File: src/rtl/sync_fifo_ctrl_pkg.sv
// Shared types and helpers for the RAM-backed streaming FIFO controller.
// Holds the status bundle, depth helpers and the skid queue occupancy width.
package sync_fifo_ctrl_pkg;

    localparam int SKID_OCC_W = 2;

    typedef struct packed {
        logic full;
        logic empty;
        logic almost_full;
        logic almost_empty;
    } fifo_status_t;

    function automatic int unsigned fifo_depth(input int unsigned aw);
        return 32'd1 << aw;
    endfunction

    // RAM words plus the two words parked in the output skid queue.
    function automatic int unsigned fifo_capacity(input int unsigned aw);
        return fifo_depth(aw) + 32'd2;
    endfunction

endpackage

File: src/rtl/fifo_out_skid.sv
// Two-entry output queue that catches words landing from the RAM read port.
// Entry 0 is always the head; it only changes on a pop or a push into an empty queue.
module fifo_out_skid
    import sync_fifo_ctrl_pkg::*;
#(
    parameter int DATA_WIDTH = 8
) (
    input  logic                  clk,
    input  logic                  rst,
    input  logic                  push,
    input  logic [DATA_WIDTH-1:0] din,
    input  logic                  pop,
    output logic [DATA_WIDTH-1:0] dout,
    output logic [SKID_OCC_W-1:0] occ,
    output logic [SKID_OCC_W-1:0] occ_nxt
);

    logic [DATA_WIDTH-1:0] e0;
    logic [DATA_WIDTH-1:0] e1;

    always_comb begin
        occ_nxt = occ;
        unique case ({push, pop})
            2'b10:   occ_nxt = occ + SKID_OCC_W'(1);
            2'b01:   occ_nxt = occ - SKID_OCC_W'(1);
            default: occ_nxt = occ;
        endcase
    end

    always_ff @(posedge clk or posedge rst) begin
        if (rst) begin
            e0  <= '0;
            e1  <= '0;
            occ <= '0;
        end else begin
            occ <= occ_nxt;
            if (push && pop) begin
                if (occ == SKID_OCC_W'(2)) begin
                    e0 <= e1;
                    e1 <= din;
                end else begin
                    e0 <= din;
                end
            end else if (pop) begin
                e0 <= e1;
            end else if (push) begin
                if (occ == '0) e0 <= din;
                else           e1 <= din;
            end
        end
    end

    assign dout = e0;

endmodule

File: src/rtl/sync_fifo_ctrl.sv
// Streaming FIFO controller in front of a dual-port RAM with a registered read port.
// Optional high-water mark port pair enabled by defining SYNC_FIFO_CTRL_PEAK_EN.
module sync_fifo_ctrl
    import sync_fifo_ctrl_pkg::*;
#(
    parameter int DATA_WIDTH    = 8,
    parameter int ADDR_WIDTH    = 4,
    parameter int AFULL_THRESH  = 14,
    parameter int AEMPTY_THRESH = 2
) (
    input  logic                  clk,
    input  logic                  rst,
    input  logic                  s_valid,
    output logic                  s_ready,
    input  logic [DATA_WIDTH-1:0] s_data,
    output logic                  m_valid,
    input  logic                  m_ready,
    output logic [DATA_WIDTH-1:0] m_data,
    output logic [ADDR_WIDTH:0]   count,
    output logic                  full,
    output logic                  empty,
    output logic                  almost_full,
    output logic                  almost_empty,
    output logic                  ram_we_a,
    output logic [ADDR_WIDTH-1:0] ram_addr_a,
    output logic [DATA_WIDTH-1:0] ram_din_a,
    output logic                  ram_we_b,
    output logic [ADDR_WIDTH-1:0] ram_addr_b,
    input  logic [DATA_WIDTH-1:0] ram_dout_b
`ifdef SYNC_FIFO_CTRL_PEAK_EN
    ,
    input  logic                  peak_clr,
    output logic [ADDR_WIDTH:0]   peak
`endif
);

    localparam int CW = ADDR_WIDTH + 1;
    localparam int unsigned DEPTH = fifo_depth(ADDR_WIDTH);
    localparam logic [CW-1:0] DEPTH_C = CW'(DEPTH);
    localparam logic [CW-1:0] AF_C    = CW'(AFULL_THRESH);
    localparam logic [CW-1:0] AE_C    = CW'(AEMPTY_THRESH);

    logic [ADDR_WIDTH-1:0] wr_ptr;
    logic [ADDR_WIDTH-1:0] rd_ptr;
    logic [CW-1:0]         ram_cnt;
    logic [CW-1:0]         ram_cnt_n;
    logic                  rd_pend;
    logic                  push;
    logic                  pop;
    logic                  issue;
    logic [2:0]            inflight;
    logic [CW-1:0]         count_q;
    logic [CW-1:0]         count_n;
    fifo_status_t          status_q;
    fifo_status_t          status_n;

    logic [SKID_OCC_W-1:0] occ;
    logic [SKID_OCC_W-1:0] occ_n;

    assign s_ready = (ram_cnt < DEPTH_C);
    assign push    = s_valid && s_ready;
    assign m_valid = (occ != '0);
    assign pop     = m_valid && m_ready;

    // Prefetch only while the skid queue still has room after this cycle.
    assign inflight = 3'(occ) + 3'(rd_pend);
    assign issue    = (ram_cnt != '0) && (inflight <= (3'd1 + 3'(pop)));

    assign ram_we_a   = push;
    assign ram_addr_a = wr_ptr;
    assign ram_din_a  = push ? s_data : '0;
    assign ram_we_b   = 1'b0;
    assign ram_addr_b = rd_ptr;

    always_comb begin
        ram_cnt_n = ram_cnt;
        unique case ({push, issue})
            2'b10:   ram_cnt_n = ram_cnt + CW'(1);
            2'b01:   ram_cnt_n = ram_cnt - CW'(1);
            default: ram_cnt_n = ram_cnt;
        endcase
    end

    always_comb begin
        count_n = ram_cnt_n + CW'(issue) + CW'(occ_n);
        status_n              = '0;
        status_n.full         = (ram_cnt_n == DEPTH_C);
        status_n.empty        = (count_n == '0);
        status_n.almost_full  = (count_n >= AF_C);
        status_n.almost_empty = (count_n <= AE_C);
    end

    always_ff @(posedge clk or posedge rst) begin
        if (rst) begin
            wr_ptr   <= '0;
            rd_ptr   <= '0;
            ram_cnt  <= '0;
            rd_pend  <= 1'b0;
            count_q  <= '0;
            status_q <= '{full: 1'b0, empty: 1'b1,
                          almost_full: 1'b0, almost_empty: 1'b1};
        end else begin
            if (push)  wr_ptr <= wr_ptr + ADDR_WIDTH'(1);
            if (issue) rd_ptr <= rd_ptr + ADDR_WIDTH'(1);
            ram_cnt  <= ram_cnt_n;
            rd_pend  <= issue;
            count_q  <= count_n;
            status_q <= status_n;
        end
    end

    fifo_out_skid #(
        .DATA_WIDTH(DATA_WIDTH)
    ) u_skid (
        .clk    (clk),
        .rst    (rst),
        .push   (rd_pend),
        .din    (ram_dout_b),
        .pop    (pop),
        .dout   (m_data),
        .occ    (occ),
        .occ_nxt(occ_n)
    );

    assign count        = count_q;
    assign full         = status_q.full;
    assign empty        = status_q.empty;
    assign almost_full  = status_q.almost_full;
    assign almost_empty = status_q.almost_empty;

`ifdef SYNC_FIFO_CTRL_PEAK_EN
    logic [CW-1:0] peak_q;

    always_ff @(posedge clk or posedge rst) begin
        if (rst) begin
            peak_q <= '0;
        end else if (peak_clr) begin
            peak_q <= count_q;
        end else if (count_n > peak_q) begin
            peak_q <= count_n;
        end
    end

    assign peak = peak_q;
`endif

endmodule

File: config.mk
export PLATFORM = sky130hd
export DESIGN_NAME = sync_fifo_ctrl
export DESIGN_NICKNAME = d
export VERILOG_FILES = /design/src/rtl/sync_fifo_ctrl_pkg.sv /design/src/rtl/fifo_out_skid.sv /design/src/rtl/sync_fifo_ctrl.sv
export SDC_FILE = /design/constraint.sdc
export NUM_CORES = 1
export LEC_CHECK = 0
export CAP_MARGIN = 10
export CORE_MARGIN = 2
export CORE_UTILIZATION = 40
export DETAILED_ROUTE_END_ITERATION = 12
export HOLD_SLACK_MARGIN = 0.15
export PLACE_DENSITY = 0.64
export SLEW_MARGIN = 40
export SYNTH_ARGS = -nofsm -noshare
export SYNTH_HDL_FRONTEND = slang
export SYNTH_SLANG_ARGS = --single-unit
File: constraint.sdc
create_clock -name clk -period 6.3 [get_ports clk]
set_clock_uncertainty 0.15 [all_clocks]
set_input_delay 1.89 -clock clk [delete_from_list [all_inputs] [get_ports clk]]
set_output_delay 1.89 -clock clk [all_outputs]
set_load 0.02 [all_outputs]
# Yosys cells after proc, flatten, opt, wreduce, memory -nomap -nowiden
# Index checks and enable logic that the tools add are counted.
# Widths: inputs -> output; s select.
dict set report totals {
  out_inout_bits 37
  wordCells 61
  ram_bits 0
  latchBits 0
  reg_bits 41
  n_memories 0
  romBits 0
}
dict set report op_classes {
  shifts 0
  n_reduce_logical 13
  n_div 0
  n_lt_le_gt_ge 4
  add_sub_neg 10
  n_mul 0
  muxes 13
  bitwise_logic 0
  n_eq_ne 9
}
# op count
set op_table {}
lappend op_table {{$mux 8} 11}
lappend op_table {{$pmux 5 s2} 1}
lappend op_table {{$add 4x1->4 const B} 2}
lappend op_table {{$eq 2x2->1 const B} 3}
lappend op_table {{$reduce_bool 3->1} 2}
lappend op_table {{$add 5x1->5} 1}
lappend op_table {{$add 5x1->5 const B} 1}
lappend op_table {{$add 5x2->5} 1}
lappend op_table {{$eq 5x5->1 const B} 1}
lappend op_table {{$ge 5x4->1 const B} 1}
lappend op_table {{$le 5x2->1 const B} 1}
lappend op_table {{$logic_not 5->1} 1}
lappend op_table {{$lt 5x5->1 const B} 1}
lappend op_table {{$reduce_bool 5->1} 1}
lappend op_table {{$sub 5x1->5 const B} 1}
lappend op_table {{$eq 2x1->1 const B} 2}
lappend op_table {{$logic_and 1x1->1} 4}
lappend op_table {{$ne 2x1->1 const B} 2}
lappend op_table {{$pmux 2 s2} 1}
lappend op_table {{$reduce_and 4->1} 1}
lappend op_table {{$reduce_bool 2->1} 2}
lappend op_table {{$add 2x1->3} 1}
lappend op_table {{$le 3x2->1} 1}
lappend op_table {{$add 1x1->2 const A} 1}
lappend op_table {{5 further kinds} 5}

# Longest topological paths before layout
# Gate-level depths: netlist (run 1).
dict set report logic_depth {
  ltp_word 10
  ltp_mapped 18
  mapped_depth_nobuf 17
}

# Modules after synthesis
# Synthesis (run 1) repeated with hierarchy kept, for this count alone.
dict set report unflattened {
  cells_unflattened 206
  hier_area_um2 2329.7
}
# module seq_area_each_um2 cells_per_inst n_inst area_per_inst_um2
set modules_own_cells {}
lappend modules_own_cells {sync_fifo_ctrl 578.1 137 1 1480.2}
lappend modules_own_cells {fifo_out_skid 450.4 69 1 849.6}

# Least setup slack after synthesis (run 1)
# No wires, ideal clock.
dict set report synth_timing {
  kind {input -> register}
  start {input m_ready}
  end {register status_q, in the netlist almost_full}
  setup_ps 101
  t_required_ps 6049
  slack_ps 800
  t_arrival_ps 5249
  path_stages 15
  cell_sequence {nor2b_1 fa_1 nor2_1 a21oi_1 a21oi_1 ha_1 buf_6 xor2_1 ha_1 mux2_2 fa_1 inv_1 nor2_1 and3_2 nor4_1}
}
# item line
set synth_rtl {}
lappend synth_rtl {{from (decl)} sync_fifo_ctrl.sv:17} ;# input logic m_ready,
lappend synth_rtl {{to (signal assigned)} sync_fifo_ctrl.sv:100} ;# status_q <= '{full: 1'b0, empty: 1'b1,
lappend synth_rtl {{to (signal assigned)} sync_fifo_ctrl.sv:108} ;# status_q <= status_n;
lappend synth_rtl {{to (decl)} sync_fifo_ctrl.sv:54} ;# fifo_status_t status_q;

==> flow_results.xml, run 1 <==
<?xml version="1.0" encoding="UTF-8"?>
<metrics>
  <group name="status">
    <metric name="run_status" unit="">finished, final reports clean</metric>
  </group>
  <group name="clock_network">
    <metric name="clk_sinks" unit="">41</metric>
    <metric name="htree_num_levels" unit="">2</metric>
    <metric name="cts_setup_buffers" unit="">0</metric>
    <metric name="cts.reportedPaths.clkPinSlew" unit="ns">0.08</metric>
    <metric name="clock_insertion_delay_worst_skew" unit="ns">0.29</metric>
    <metric name="cts_inserted_buffers" unit="">5</metric>
    <metric name="cts.path.max_buffers" unit="">2</metric>
    <metric name="post_cts_resize_count" unit="">0</metric>
    <metric name="cts_hold_buf" unit="">0</metric>
    <metric name="cts_tree" unit="">done</metric>
    <metric name="clock-root-buffer" unit="">sky130_fd_sc_hd__clkbuf_8</metric>
  </group>
  <group name="layout">
    <metric name="n_fill_cell" unit="">466</metric>
    <metric name="final-seq-area" unit="sq um">1028</metric>
    <metric name="final_design_area_no_fill" unit="sq um">2935</metric>
    <metric name="drive_gt1_frac" unit="">0.1321</metric>
    <metric name="multi_input_comb_area" unit="sq um">1055</metric>
    <metric name="nNetsFinal" unit="">296</metric>
    <metric name="synthToLayoutAreaGrowth" unit="%">34.06</metric>
    <metric name="antenna-diode-count" unit="">0</metric>
  </group>
  <group name="timing">
    <metric name="finalWorstPathRequiredPeriod" unit="ns">5.878</metric>
    <metric name="max_slew_margin" unit="">0.5819</metric>
    <metric name="worst_slew_pin_slew" unit="ns">0.6271</metric>
    <metric name="final_min_period_over_clock_period" unit="">0.9330</metric>
    <metric name="fin_hold_ws" unit="ns">0.3311</metric>
    <metric name="setup_viol" unit="">0</metric>
    <metric name="report.final.hold_viol_count" unit="">0</metric>
    <metric name="setup_tns" unit="ns">0</metric>
    <metric name="slew_violations" unit="">0</metric>
    <metric name="max_freq" unit="GHz">0.1701</metric>
    <metric name="rsz0062_at_grt" unit="">false</metric>
  </group>
  <group name="setup_path">
    <metric name="end_kind" unit="">flip-flop</metric>
    <metric name="cell_chain_critical_path" unit="">clkdlybuf4s50_1 &gt; nor2b_1 &gt; fa_1 &gt; o31a_1 &gt; a21oi_1 &gt; a21oi_2 &gt; ha_1 &gt; xor2_1 &gt; ha_1 &gt; mux2_2 &gt; ha_1 &gt; a21oi_1 &gt; nand3b_1 &gt; a311oi_1 &gt; nor4_1</metric>
    <metric name="cp_max_fo" unit="">8</metric>
    <metric name="worst_setup_path_type" unit="">primary input to flip-flop</metric>
    <metric name="r2r_slack" unit="ns">2.03</metric>
    <metric name="critPathSlowestCell" unit="">sky130_fd_sc_hd__clkdlybuf4s50_1</metric>
    <metric name="crit_top_cell" unit="">sky130_fd_sc_hd__ha_1</metric>
    <metric name="critPathMaxStageDelay" unit="ns">0.54</metric>
    <metric name="worst-r2r-cell-count" unit="">15</metric>
    <metric name="arrival" unit="ns">5.93</metric>
    <metric name="crit_path_start_kind" unit="">primary input</metric>
    <metric name="required" unit="ns">6.35</metric>
    <metric name="timing.critical_path.buf_inv" unit="">1</metric>
    <metric name="cp.depth" unit="">15</metric>
    <metric name="critical_path.top_delay_family" unit="">adder cells</metric>
  </group>
  <group name="synth">
    <metric name="synth_fp_nets" unit="">236</metric>
    <metric name="synth_sequential_area_ratio" unit="">0.4697</metric>
    <metric name="synth.top_cell.area_share" unit="">0.4457</metric>
    <metric name="synthArstFlopShare" unit="">1.000</metric>
    <metric name="synth_edf_count" unit="">0</metric>
    <metric name="synth.ff_latch_count" unit="">41</metric>
    <metric name="synth_cell_types" unit="">47</metric>
    <metric name="post_synth.cell_area_avg" unit="sq um">10.73</metric>
    <metric name="ys.warnings.count" unit="">0</metric>
    <metric name="mappedNetlistArea" unit="sq um">2190</metric>
    <metric name="synthesized_netlist_cell_count" unit="">204</metric>
    <metric name="synthTopCellsByArea" unit="">sky130_fd_sc_hd__dfrtp_1 (45%), sky130_fd_sc_hd__mux2_2 (5.7%), sky130_fd_sc_hd__ha_1 (5.1%)</metric>
    <metric name="synth_top_cell_by_area" unit="">sky130_fd_sc_hd__dfrtp_1</metric>
    <metric name="ys_dominant_reg_cell" unit="">sky130_fd_sc_hd__dfrtp_1</metric>
  </group>
  <group name="floorplanning">
    <metric name="row_count" unit="">26</metric>
    <metric name="initial_core_util" unit="">0.4207</metric>
    <metric name="top_level_ports" unit="">57</metric>
    <metric name="die_w" unit="microns">77.99</metric>
    <metric name="design.core.area" unit="sq um">5205</metric>
    <metric name="design.die.area" unit="sq um">6082</metric>
    <metric name="chipHeight" unit="microns">77.99</metric>
  </group>
  <group name="routing">
    <metric name="drc_errors" unit="">0</metric>
    <metric name="final_antenna_net_count" unit="">0</metric>
    <metric name="wl_cell" unit="microns">12.82</metric>
    <metric name="routed_wl" unit="mm">4.295</metric>
    <metric name="detailedRoute.firstIterationViolations" unit="">40</metric>
    <metric name="drt_pass1_iterations" unit="">4</metric>
    <metric name="route.vias.total" unit="">1644</metric>
    <metric name="drt-vias-per-instance" unit="">4.907</metric>
  </group>
  <group name="global_route">
    <metric name="track_usage" unit="">0.1490</metric>
    <metric name="grt-ovfl-total" unit="">0</metric>
    <metric name="grt_start_max_net_pins" unit="">42</metric>
    <metric name="grt_pass1_wl" unit="mm">7.141</metric>
    <metric name="grt_antenna_before_repair" unit="">0</metric>
    <metric name="grt_pass1_vias" unit="">1596</metric>
  </group>
  <group name="min_path">
    <metric name="holdPathStages" unit="">1</metric>
    <metric name="hold_path.class" unit="">flip-flop to flip-flop</metric>
  </group>
  <group name="run">
    <metric name="max-cap-violations" unit="">0</metric>
  </group>
  <group name="placed_design">
    <metric name="detailedPlacementHpwl" unit="mm">3.095</metric>
    <metric name="placement.io_buffers" unit="">55</metric>
    <metric name="finalWeightedCongestion" unit="">0.7367</metric>
    <metric name="detailed_place.area" unit="sq um">2811</metric>
  </group>
</metrics>
## sequential cells by signal (all words and copies together) (netlist names), 2 cells and up
signal and count:
u_skid.e1 8, ram_cnt 5, ram_addr_a 4, count 5, u_skid.occ 2, ram_addr_b 4
u_skid.dout 8
## per-stage QoR
step | util | setup WS (ns) | std cells
after floorplan | - | 0.7999 | 204
after global placement | 0.5394 | 0.1243 | 327
after detailed placement | 0.5401 | -0.01747 | 327
after CTS | 0.5625 | 0.2312 | 335
after global routing | 0.5639 | 0.1075 | 335
final | 0.5639 | 0.4222 | 335
## final cells by class
cell class | instances | area share
multi-input cells | 139 | 0.3593
flip-flops and latches | 41 | 0.3504
repair buffers | 59 | 0.1978
well taps | 70 | 0.02984
clock buffers | 7 | 0.02941
inverters | 18 | 0.02302
clock inverters | 1 | 0.01023
## worst register-to-register path: stages, from the launching register on
cell	delay [ns]
sky130_fd_sc_hd__dfrtp_1	0.43
sky130_fd_sc_hd__nor2_1	0.24
sky130_fd_sc_hd__nor2b_1	0.13
sky130_fd_sc_hd__fa_1	0.50
sky130_fd_sc_hd__o31a_1	0.25
sky130_fd_sc_hd__a21oi_1	0.18
sky130_fd_sc_hd__a21oi_2	0.12
sky130_fd_sc_hd__ha_1	0.26
sky130_fd_sc_hd__xor2_1	0.15
sky130_fd_sc_hd__ha_1	0.27
sky130_fd_sc_hd__mux2_2	0.31
sky130_fd_sc_hd__ha_1	0.30
sky130_fd_sc_hd__a21oi_1	0.42
sky130_fd_sc_hd__nand3b_1	0.18
sky130_fd_sc_hd__a311oi_1	0.09
sky130_fd_sc_hd__nor4_1	0.22
## worst paths after layout
kind,from,endpoint
setup / recovery,m_ready,almost_full
setup reg to reg,u_skid.occ[0],almost_full
max in group asynchronous,rst,almost_empty
min in group asynchronous,rst,u_skid.e1[6]
hold reg to reg,ram_addr_a[3],ram_addr_a[3]
hold / removal,ram_addr_a[3],ram_addr_a[3]
## cell usage in the layout, fill, tap and decap left out, types with 3 or more instances in the layout
cell type / count
sky130_fd_sc_hd__nand3b_1: 4
sky130_fd_sc_hd__a21oi_1: 6
sky130_fd_sc_hd__nand2_1: 11
sky130_fd_sc_hd__o21ai_0: 6
sky130_fd_sc_hd__clkbuf_8: 6
sky130_fd_sc_hd__mux2_2: 11
sky130_fd_sc_hd__buf_4: 4
sky130_fd_sc_hd__fa_1: 3
sky130_fd_sc_hd__and2_1: 8
sky130_fd_sc_hd__o22ai_1: 3
sky130_fd_sc_hd__nand3_1: 4
sky130_fd_sc_hd__xor2_1: 6
sky130_fd_sc_hd__ha_1: 9
sky130_fd_sc_hd__nor3_1: 3
sky130_fd_sc_hd__dfrtp_1: 39
sky130_fd_sc_hd__xnor2_1: 7
sky130_fd_sc_hd__mux2i_1: 6
sky130_fd_sc_hd__nor2b_1: 7
sky130_fd_sc_hd__o31a_1: 3
sky130_fd_sc_hd__inv_1: 16
sky130_fd_sc_hd__clkdlybuf4s50_1: 55
sky130_fd_sc_hd__nor2_1: 15
## per-layer routing
metal | up-vias | track usage | share of wire
met4 | 0 | 0.04737 | 0.011
met1 | 785 | 0.1845 | 0.45
met5 | - | 0 | 0
li1 | 809 | - | -
met3 | 5 | 0.04070 | 0.051
met2 | 45 | 0.2526 | 0.48
## logic make-up after synthesis
logic type / share of synthesized area
and+or+nand+nor: 0.1577
DFF: 0.4697
AOI/OAI and AO/OA: 0.09486
buffers and inverters: 0.05372
muxes: 0.08400
xor gates and xnor gates: 0.05943
adders and majority gates: 0.07886
other: 0.001713
## cells in the mapped netlist, types with 2 or more instances
cell type,number
sky130_fd_sc_hd__nand2_1,11
sky130_fd_sc_hd__mux2_2,11
sky130_fd_sc_hd__nor3_1,3
sky130_fd_sc_hd__o21ai_1,2
sky130_fd_sc_hd__fa_1,3
sky130_fd_sc_hd__a21oi_1,7
sky130_fd_sc_hd__clkbuf_1,2
sky130_fd_sc_hd__xnor2_1,7
sky130_fd_sc_hd__ha_1,9
sky130_fd_sc_hd__nor2b_1,7
sky130_fd_sc_hd__dfrtp_1,39
sky130_fd_sc_hd__and2_1,8
sky130_fd_sc_hd__nor2_1,15
sky130_fd_sc_hd__o31a_1,3
sky130_fd_sc_hd__xor2_1,6
sky130_fd_sc_hd__nand3b_1,4
sky130_fd_sc_hd__inv_2,2
sky130_fd_sc_hd__a31oi_1,2
sky130_fd_sc_hd__inv_1,16
sky130_fd_sc_hd__nand4_1,2
sky130_fd_sc_hd__nand3_1,4
sky130_fd_sc_hd__a21o_1,2
sky130_fd_sc_hd__o21ai_0,6
sky130_fd_sc_hd__dfstp_2,2
sky130_fd_sc_hd__mux2i_1,6
sky130_fd_sc_hd__nor4_1,2
sky130_fd_sc_hd__o22ai_1,3
Power of run 1 is not shown: default switching activity piles up to over one toggle a cycle in this logic, so the estimate is an artifact.
==> run 2: changes to the inputs <==
--- a/config.mk
+++ b/config.mk
@@ -10,8 +10,10 @@
 export CORE_UTILIZATION = 40
 export DETAILED_ROUTE_END_ITERATION = 12
 export HOLD_SLACK_MARGIN = 0.15
-export PLACE_DENSITY = 0.64
+export MAX_ROUTING_LAYER = met4
+export PLACE_DENSITY = 0.63
 export SLEW_MARGIN = 40
 export SYNTH_ARGS = -nofsm -noshare
 export SYNTH_HDL_FRONTEND = slang
+export SYNTH_HIERARCHICAL = 1
 export SYNTH_SLANG_ARGS = --single-unit
==> flow_results.xml, run 2 <==
<?xml version="1.0" encoding="UTF-8"?>
<metrics>
  <group name="clock_network">
    <metric name="cts_inserted_buffers" unit="">5</metric>
    <metric name="cts_tree" unit="">done</metric>
    <metric name="cts.path.max_buffers" unit="">2</metric>
    <metric name="clock_insertion_delay_worst_skew" unit="ns">0.29</metric>
    <metric name="clk_sinks" unit="">41</metric>
    <metric name="clock-root-buffer" unit="">sky130_fd_sc_hd__clkbuf_8</metric>
    <metric name="post_cts_resize_count" unit="">0</metric>
    <metric name="cts_setup_buffers" unit="">0</metric>
    <metric name="cts_hold_buf" unit="">0</metric>
    <metric name="cts.reportedPaths.clkPinSlew" unit="ns">0.08</metric>
    <metric name="htree_num_levels" unit="">2</metric>
  </group>
  <group name="timing">
    <metric name="max_slew_margin" unit="">0.5569</metric>
    <metric name="setup_viol" unit="">0</metric>
    <metric name="final_min_period_over_clock_period" unit="">0.9024</metric>
    <metric name="finalWorstPathRequiredPeriod" unit="ns">5.685</metric>
    <metric name="report.final.hold_viol_count" unit="">0</metric>
    <metric name="slew_violations" unit="">0</metric>
    <metric name="setup_tns" unit="ns">0</metric>
    <metric name="rsz0062_at_grt" unit="">false</metric>
    <metric name="worst_slew_pin_slew" unit="ns">0.6639</metric>
    <metric name="max_freq" unit="GHz">0.1759</metric>
    <metric name="fin_hold_ws" unit="ns">0.3220</metric>
  </group>
  <group name="run">
    <metric name="max-cap-violations" unit="">0</metric>
  </group>
  <group name="layout">
    <metric name="utilization_of_the_core_after_routing" unit="">0.5499</metric>
    <metric name="antenna-diode-count" unit="">0</metric>
    <metric name="final_cell_mix" unit="">sky130_fd_sc_hd__clkdlybuf4s50_1 (55), sky130_fd_sc_hd__dfrtp_1 (39), sky130_fd_sc_hd__nor2_1 (16)</metric>
    <metric name="synthToLayoutAreaGrowth" unit="%">31.58</metric>
    <metric name="drive_gt1_frac" unit="">0.1567</metric>
    <metric name="nNetsFinal" unit="">305</metric>
    <metric name="mostFrequentLayoutCell" unit="">sky130_fd_sc_hd__clkdlybuf4s50_1</metric>
  </group>
  <group name="setup_path">
    <metric name="critPathMaxStageDelay" unit="ns">0.58</metric>
    <metric name="worst_setup_path_type" unit="">primary input to flip-flop</metric>
    <metric name="critPathSlowestCell" unit="">sky130_fd_sc_hd__fa_1</metric>
    <metric name="required" unit="ns">6.37</metric>
    <metric name="end_kind" unit="">flip-flop</metric>
    <metric name="cell_chain_critical_path" unit="">clkdlybuf4s50_1 &gt; nand2_1 &gt; inv_1 &gt; fa_1 &gt; o31a_1 &gt; a21oi_1 &gt; a21oi_1 &gt; ha_1 &gt; fa_1 &gt; mux2_2 &gt; fa_1 &gt; nor2_1 &gt; nand2_1 &gt; nor4_1 &gt; nand3_1 &gt; nand3_1</metric>
    <metric name="arrival" unit="ns">5.76</metric>
    <metric name="crit_path_start_kind" unit="">primary input</metric>
    <metric name="cp_max_fo" unit="">7</metric>
    <metric name="crit_top_cell" unit="">sky130_fd_sc_hd__fa_1</metric>
  </group>
  <group name="synth">
    <metric name="synth.top_cells.by_count" unit="">sky130_fd_sc_hd__dfrtp_1 (39), sky130_fd_sc_hd__nor2_1 (16), sky130_fd_sc_hd__ha_1 (14), sky130_fd_sc_hd__a21oi_1 (12), sky130_fd_sc_hd__mux2_2 (12)</metric>
    <metric name="post_synth.cell_area_avg" unit="sq um">11.31</metric>
    <metric name="ys_dominant_reg_cell" unit="">sky130_fd_sc_hd__dfrtp_1</metric>
    <metric name="ys.warnings.count" unit="">6</metric>
    <metric name="synthMuxAreaShare" unit="">0.09828</metric>
    <metric name="synth_xor_area_frac" unit="">0.05263</metric>
    <metric name="mappedNetlistArea" unit="sq um">2330</metric>
    <metric name="synth_sequential_area_ratio" unit="">0.4415</metric>
    <metric name="synth_adder_area_share" unit="">0.1096</metric>
    <metric name="yosysMostFrequentCell" unit="">sky130_fd_sc_hd__dfrtp_1</metric>
    <metric name="synthArstFlopShare" unit="">1.000</metric>
    <metric name="synth_compound_area_frac" unit="">0.1042</metric>
    <metric name="synth_fp_nets" unit="">244</metric>
    <metric name="synth_top_cell_by_area" unit="">sky130_fd_sc_hd__dfrtp_1</metric>
    <metric name="synth-simple-area-share" unit="">0.1611</metric>
    <metric name="synth_edf_count" unit="">0</metric>
    <metric name="synthesized_netlist_cell_count" unit="">206</metric>
    <metric name="synth.ff_latch_count" unit="">41</metric>
    <metric name="synthTopCellsByArea" unit="">sky130_fd_sc_hd__dfrtp_1 (42%), sky130_fd_sc_hd__ha_1 (7.5%), sky130_fd_sc_hd__mux2_2 (5.8%)</metric>
    <metric name="synth.top_cell.area_share" unit="">0.4189</metric>
    <metric name="synth_cell_types" unit="">51</metric>
    <metric name="synth_top_family_by_area" unit="">simple AND/OR/NAND/NOR gates</metric>
  </group>
  <group name="global_route">
    <metric name="track_usage" unit="">0.1545</metric>
    <metric name="grt-ovfl-total" unit="">0</metric>
    <metric name="grt_pass1_vias" unit="">1643</metric>
    <metric name="grt_antenna_before_repair" unit="">0</metric>
    <metric name="grt_start_max_net_pins" unit="">24</metric>
    <metric name="grt_pass1_wl" unit="mm">7.590</metric>
  </group>
  <group name="placed_design">
    <metric name="finalWeightedCongestion" unit="">0.8266</metric>
    <metric name="detailedPlacementHpwl" unit="mm">3.430</metric>
    <metric name="placement.io_buffers" unit="">55</metric>
  </group>
  <group name="routing">
    <metric name="wl_cell" unit="microns">13.22</metric>
    <metric name="route.vias.total" unit="">1679</metric>
    <metric name="routed_wl" unit="mm">4.495</metric>
    <metric name="final_antenna_net_count" unit="">0</metric>
    <metric name="detailedRoute.firstIterationViolations" unit="">93</metric>
    <metric name="drt-vias-per-instance" unit="">4.938</metric>
    <metric name="drc_errors" unit="">0</metric>
    <metric name="drt_pass1_iterations" unit="">4</metric>
  </group>
  <group name="floorplanning">
    <metric name="initial_core_util" unit="">0.4180</metric>
    <metric name="top_level_ports" unit="">57</metric>
    <metric name="chipHeight" unit="microns">80.32</metric>
    <metric name="row_count" unit="">27</metric>
    <metric name="design.core.area" unit="sq um">5574</metric>
    <metric name="design.die.area" unit="sq um">6451</metric>
    <metric name="die_w" unit="microns">80.32</metric>
  </group>
  <group name="status">
    <metric name="run_status" unit="">finished, final reports clean</metric>
  </group>
  <group name="min_path">
    <metric name="hold_path.class" unit="">flip-flop to flip-flop</metric>
  </group>
</metrics>
run 2: changes by cell type after synthesis, sizes merged, moves of 3 or more:
cell,delta
o21ai,-6
o22ai,-3
inv,-5
a21oi,+6
nor2b,-6
ha,+5
mux2i,+3
run 2: critical path: cells and delay by family:
kind	cells	cell delay, ns
adders and majority gates	4	1.92
and+or+nand+nor	6	0.79
buffers and inverters	2	0.50
AOI/OAI and AO/OA	3	0.33
muxes	1	0.33
run 2: final timing paths:
check                           slack [ns]            end     startpoint  depth (start not counted)
worst max register to register        1.83          empty  u_skid/occ[1]                         16
min in group asynchronous             1.86  ram_addr_b[2]            rst                          2
worst min-delay path                  0.32  ram_addr_a[3]  ram_addr_a[3]                          1
max in group asynchronous             3.64  u_skid/occ[0]            rst                          2
worst min register to register        0.32  ram_addr_a[3]  ram_addr_a[3]                          1
worst max-delay path                  0.61          empty        m_ready                         16
run 2: metrics by stage:
| stage | worst slack (ns) | cells | cell area (sq um) |
|---|---|---|---|
| after floorplan | 0.6535 | 206 | 2330 |
| after global placement | 0.4146 | 332 | 2969 |
| after detailed placement | 0.3458 | 332 | 2969 |
| after CTS | 0.6239 | 340 | 3065 |
| after global routing | 0.2769 | 340 | 3065 |
| final | 0.6146 | 340 | 3065 |
run 2: final cells by class:
cell class	instances	area, sq um
fill	506	2509
clock inverter	2	13.76
tap	72	90.09
multi-input combinational	148	1229
sequential	41	1028
timing repair buffer	58	573.1
inverter	13	48.80
clock buffer	6	82.58
run 2: per-layer routing:
metal  share of wire  up-vias  wire [microns]  track usage
met5               0        -               0            -
met4           0.011        0              48      0.03559
met3           0.049        6             219      0.03596
met2            0.47       49            2094       0.2442
met1            0.47      780            2132       0.2035
li1                -      844               -            -
run 2: cell families after synthesis:
kind of cell               Yosys count
buffers and inverters               17
adders and majority gates           18
xor gates and xnor gates            14
AOI/OAI and AO/OA                   30
muxes                               21
other                                1
and+or+nand+nor                     64
DFF                                 41
Power of run 2 is left out for the same reason.
